<file path="src/rtl/ex_mem_pipe_reg.sv">
// EX->MEM pipeline register with a valid/ready handshake and a 2-entry skid buffer.
// The main entry drives the MEM-side outputs. The skid entry holds one overflow bundle.
// Also provides a synchronous flush and a legacy freeze input.
// Optional feature macro: EXMEM_STALL_CNT_EN adds a saturating stall_cnt output.
module ex_mem_pipe_reg #(
  parameter int XLEN   = 32,
  parameter int DEST_W = 5,
  parameter int CNT_W  = 16
) (
  input  logic              clk,
  input  logic              rst,
  input  logic              flush,
  input  logic              freeze,
  input  logic              in_valid,
  output logic              in_ready,
  input  logic              wb_en_in,
  input  logic              mem_r_en_in,
  input  logic              mem_w_en_in,
  input  logic [XLEN-1:0]   pc_in,
  input  logic [XLEN-1:0]   alu_result_in,
  input  logic [XLEN-1:0]   st_val_in,
  input  logic [DEST_W-1:0] dest_in,
  output logic              out_valid,
  input  logic              out_ready,
  output logic              wb_en,
  output logic              mem_r_en,
  output logic              mem_w_en,
  output logic [XLEN-1:0]   pc,
  output logic [XLEN-1:0]   alu_result,
  output logic [XLEN-1:0]   st_val,
  output logic [DEST_W-1:0] dest
`ifdef EXMEM_STALL_CNT_EN
  ,
  output logic [CNT_W-1:0]  stall_cnt
`endif
);

  // One bundle packed as {wb, mem_r, mem_w, pc, alu_result, st_val, dest}
  localparam int BW = 3 + 3 * XLEN + DEST_W;

  typedef enum logic [1:0] {
    EMPTY = 2'd0,
    HALF  = 2'd1,
    FULL  = 2'd2
  } state_t;

  state_t          r_state;
  logic [BW-1:0]   r_main;
  logic [BW-1:0]   r_skid;

  logic [BW-1:0]   w_in_bundle;
  logic            w_in_fire;
  logic            w_eff_ready;
  logic            w_out_fire;

  assign w_in_bundle = {wb_en_in, mem_r_en_in, mem_w_en_in,
                        pc_in, alu_result_in, st_val_in, dest_in};

  // Handshake status comes only from the state register, so in_ready has no
  // combinational dependency on out_ready.
  assign in_ready    = (r_state != FULL);
  assign out_valid   = (r_state != EMPTY);
  assign w_in_fire   = in_valid & in_ready;
  assign w_eff_ready = out_ready & ~freeze;
  assign w_out_fire  = out_valid & w_eff_ready;

  // Occupancy FSM plus main/skid data capture; flush only empties, never clears data
  always_ff @(posedge clk or negedge rst) begin
    if (!rst) begin
      r_state <= EMPTY;
      r_main  <= '0;
      r_skid  <= '0;
    end else if (flush) begin
      r_state <= EMPTY;
    end else begin
      case (r_state)
        EMPTY: begin
          if (w_in_fire) begin
            r_main  <= w_in_bundle;
            r_state <= HALF;
          end
        end
        HALF: begin
          if (w_in_fire && w_out_fire) begin
            r_main <= w_in_bundle;
          end else if (w_in_fire) begin
            r_skid  <= w_in_bundle;
            r_state <= FULL;
          end else if (w_out_fire) begin
            r_state <= EMPTY;
          end
        end
        FULL: begin
          if (w_out_fire) begin
            r_main  <= r_skid;
            r_state <= HALF;
          end
        end
        default: r_state <= EMPTY;
      endcase
    end
  end

  // Control enables are gated so a bubble never looks like a live instruction
  assign wb_en      = r_main[BW-1] & out_valid;
  assign mem_r_en   = r_main[BW-2] & out_valid;
  assign mem_w_en   = r_main[BW-3] & out_valid;
  assign pc         = r_main[3*XLEN+DEST_W-1 -: XLEN];
  assign alu_result = r_main[2*XLEN+DEST_W-1 -: XLEN];
  assign st_val     = r_main[XLEN+DEST_W-1 -: XLEN];
  assign dest       = r_main[DEST_W-1:0];

`ifdef EXMEM_STALL_CNT_EN
  logic [CNT_W-1:0] r_stall_cnt;

  // Count cycles where a valid head is blocked; saturates, survives flush
  always_ff @(posedge clk or negedge rst) begin
    if (!rst) begin
      r_stall_cnt <= '0;
    end else if (out_valid && !w_eff_ready && (r_stall_cnt != {CNT_W{1'b1}})) begin
      r_stall_cnt <= r_stall_cnt + 1'b1;
    end
  end

  assign stall_cnt = r_stall_cnt;
`else
  // CNT_W only sizes the optional counter; keep it referenced in the base build
  logic [CNT_W-1:0] w_unused_cnt_w;
  assign w_unused_cnt_w = '0;
`endif

endmodule

</file>
<file path="config.mk">
export PLATFORM = sky130hd
export DESIGN_NAME = ex_mem_pipe_reg
export DESIGN_NICKNAME = d
export VERILOG_FILES = /design/src/rtl/ex_mem_pipe_reg.sv
export SDC_FILE = /design/constraint.sdc
export NUM_CORES = 1
export LEC_CHECK = 0
export ABC_AREA = 1
export ABC_CLOCK_PERIOD_IN_PS = 2880
export BUFFER_PORTS_ARGS = -buffer_cell sky130_fd_sc_hd__buf_2
export CAP_MARGIN = 25
export CORE_AREA = 4 4 167 169
export DETAILED_ROUTE_END_ITERATION = 7
export DIE_AREA = 0 0 171 173
export PLACE_DENSITY = 0.71
export SETUP_SLACK_MARGIN = 0.15
export SYNTH_ARGS = -nofsm -noshare
export SYNTH_HDL_FRONTEND = slang
export SYNTH_SLANG_ARGS = --single-unit
export TNS_END_PERCENT = 5
</file>
<file path="constraint.sdc">
create_clock -name clk -period 2.88 [get_ports clk]
set_input_delay 0.72 -clock clk [delete_from_list [all_inputs] [get_ports clk]]
set_output_delay 0.72 -clock clk [all_outputs]
set_load 0.01 [all_outputs]
</file>
==> metrics.log <==
INFO  metric diodes = 0
INFO  metric critical_path.startpoint_type = register
INFO  metric report.final.hold_viol_count = 0
INFO  metric setup-violations-final = 0
INFO  metric io_buffers = about 220
INFO  metric critPathKind = register to output port
INFO  metric overflow = 0
INFO  metric required = 2.16 ns
INFO  metric drt-initial-drc-count = 468
INFO  metric fp.coreArea = 26600 sq um
INFO  metric syn-instance-count = 1278
INFO  metric ys_seq_elements = 210
INFO  metric routed_via_density = 4.64
INFO  metric timing.max_slew.rel_slack = 0.582
INFO  metric cts-buffers-inserted = 23
INFO  metric post-cts-setup-buffer-count = 0
INFO  metric clkSlewWorstSetupHoldPaths = 0.06 ns
INFO  metric max_clock_skew = slightly above 0.006 ns
INFO  metric clk_latency = 0.50 ns
INFO  metric synth.distinct_cells = 16
INFO  metric syn2layout_area_growth = 14.2%
INFO  metric capturing_element_type_of_the_critical_path = output port
INFO  metric n_fill_cell = 2683
INFO  metric max_cap_viol_count = 0
INFO  metric initial_core_util = 0.375
INFO  metric hpwl = 15.7 mm
INFO  metric cts_root_buf = sky130_fd_sc_hd__clkbuf_16
INFO  metric cp.buffers_inverters = 2
INFO  metric timing.fmax = 447 MHz
INFO  metric grt_antenna_before_repair = 3
INFO  metric grt_pass1_wl = 40.0 mm
INFO  metric final_cell_mix = sky130_fd_sc_hd__nand2_1, sky130_fd_sc_hd__buf_2, sky130_fd_sc_hd__dfrtp_1
INFO  metric globalRouteTotalUtil = 0.161
INFO  metric dr_total_vias = 8001
INFO  metric timing.final.max_slew_violations = 0
INFO  metric area_after_dpl = 10600 sq um
INFO  metric synth.avg_cell_area = around 8 sq um
INFO  metric via_count_of_the_first_global_routing_pass = 7895
INFO  metric cts_hold_buf = 0
INFO  metric pin_count = 216
INFO  metric path_cells = inv_2, nand2_2, buf_2
INFO  metric synthesis.yosys.warnings = 0
INFO  metric final_cell_area_excluding_filler_cells = 11400 sq um
INFO  metric final_nets = 1477
INFO  metric wl = 24.0 mm
INFO  metric rsz0062_at_grt = false
INFO  metric tightest_slew = 0.627 ns
INFO  metric maximum_number_of_pins_on_one_net_before_global_route_repair = between 70 and 80
INFO  metric final_min_period_over_clock_period = 0.777
INFO  metric final_period_minus_worst_setup_slack = 2.24 ns
INFO  metric ys_seq_area_frac = 0.528
INFO  metric hp-class = input pin to asynchronous set/reset pin
INFO  metric layout.cells.most_common = sky130_fd_sc_hd__nand2_1
INFO  metric path_max_fanout = 17
INFO  metric peakVddDrop = 0.434 mV
INFO  metric number_of_search_and_repair_iterations_in_the_first_detailed_routing_pass = 5
INFO  metric antenna_violating_nets_post_route = 0
INFO  metric crit_path_leading_delay_family = flip-flops
INFO  metric chipWidth = between 150 and 200 um
INFO  metric post-route-drc-count = 0
INFO  metric finalSetupTns = 0 ns
INFO  metric fp.dieArea = ~30000 sq um
INFO  metric cts.htree.levels = 1
INFO  metric std_cell_rows = 60
INFO  metric cts.sinks = 210
INFO  metric gp_congestion = between 0.7 and 0.8
INFO  metric drive_gt1_frac = 0.202
INFO  metric cp_data_arrival_time = 1.52 ns
INFO  metric status = finished, final reports clean
INFO  metric cellLeakagePower = 6.35 nW
INFO  metric cts_tree = done
INFO  metric critPathMaxStageDelay = 0.41 ns
INFO  metric syn_nets = 1388
INFO  metric drt-wirelength-per-cell = roughly 14 um
INFO  metric netlist_area = roughly 10000 sq um
INFO  metric power.density_cell_area = 850 nW/um^2
INFO  metric timing.critical_path.slowest_stage_cell = sky130_fd_sc_hd__dfrtp_1
INFO  metric die_h = 173 um
INFO  metric ctsLongestPathBuffers = 3
INFO  metric cts-resized-gates = 0
[registers in the layout (all words and copies together) (netlist names)]
signal   cells
r_state      2
r_main     104
r_skid     104
[cell type report]
class                      instances  area (sq um)  share of cell area
clock buffer                      36           694              0.0611
clock inverter                     5          31.3             0.00275
inverter                          83           317              0.0278
multi-input combinational        815          3330               0.293
sequential                       210          5260               0.462
tap                              341           427              0.0375
timing repair buffer             234          1320               0.116
[worst register-to-register path, cell delays in order, from the launching register on]
cell and delay [ns]:
sky130_fd_sc_hd__dfrtp_1 0.40, sky130_fd_sc_hd__inv_2 0.09, sky130_fd_sc_hd__nand2_2 0.30, sky130_fd_sc_hd__buf_4 0.33
sky130_fd_sc_hd__nand2_1 0.13, sky130_fd_sc_hd__nand2_4 0.10, sky130_fd_sc_hd__buf_4 0.51, sky130_fd_sc_hd__nand2_1 0.16
sky130_fd_sc_hd__nand2_1 0.09
[kinds of logic (layout without fill, tap and decap cells)]
| family | Yosys count | in the layout | share of synthesized area |
|---|---|---|---|
| AOI/OAI and AO/OA | 146 | 146 | 0.0737 |
| and+or+nand+nor | 669 | 669 | 0.259 |
| DFF | 210 | 210 | 0.528 |
| buffers and inverters | 253 | 358 | 0.140 |
[final timing paths]
kind,end,from,depth (start not counted),slack [ns]
max reg2reg,r_main[49]$_DFFE_PN0P_,r_state[0]$_DFFE_PN0P_,8,0.70
min reg2reg,r_skid[88]$_DFFE_PN0P_,r_skid[88]$_DFFE_PN0P_,2,0.47
min in group clk,r_skid[75]$_DFFE_PN0P_,pc_in[6],3,0.47
max,in_ready,r_state[0]$_DFFE_PN0P_,3,0.64
min,r_main[78]$_DFFE_PN0P_,rst,1,0.19
max in group asynchronous,r_skid[12]$_DFFE_PN0P_,rst,2,1.96
[cell usage after synthesis]
cell type	n	share of area
sky130_fd_sc_hd__nand4_1	1	0.00063
sky130_fd_sc_hd__buf_2	45	0.023
sky130_fd_sc_hd__dfrtp_1	210	0.53
sky130_fd_sc_hd__o31ai_1	1	0.00075
sky130_fd_sc_hd__buf_4	102	0.077
sky130_fd_sc_hd__nand2_1	626	0.24
sky130_fd_sc_hd__o21ai_0	74	0.037
sky130_fd_sc_hd__nor2_1	4	0.0015
sky130_fd_sc_hd__o21ai_1	70	0.035
sky130_fd_sc_hd__nand3_1	33	0.017
sky130_fd_sc_hd__a21oi_1	1	0.00050
sky130_fd_sc_hd__inv_2	4	0.0015
sky130_fd_sc_hd__inv_1	79	0.030
sky130_fd_sc_hd__nor3_4	1	0.0016
sky130_fd_sc_hd__nand2_2	4	0.0025
sky130_fd_sc_hd__clkbuf_1	23	0.0087
[power by group]
group / internal, mW / switching [mW] / total, mW / leakage [nW]
clock: 1.65 / 1.19 / 2.84 / 0.357
sequential: 4.00 / 0.576 / 4.58 / 2.63
combinational: 0.916 / 1.33 / 2.25 / 3.36
[through the flow]
stage                     instances   util  power (mW)  hold WS [ns]  worst slack [ns]
after CTS                      1724  0.428        9.82         0.219             0.631
after global routing           1724  0.428        10.4         0.229             0.534
final                          1724  0.428        9.67         0.195             0.643
after detailed placement       1683  0.401        6.90         0.459             0.736
after floorplan                1278      -        6.47         0.424              1.19
after global placement         1683  0.401        6.78         0.453             0.770
[layer usage]
layer,global-route usage,vias up,share of wire
li1,-,3995,-
met2,0.259,209,0.45
met1,0.224,3756,0.46
met4,0.0287,6,0.018
met5,0,-,0.0012
met3,0.0393,35,0.065
No activity file was read; power rests on OpenSTA's default activity.
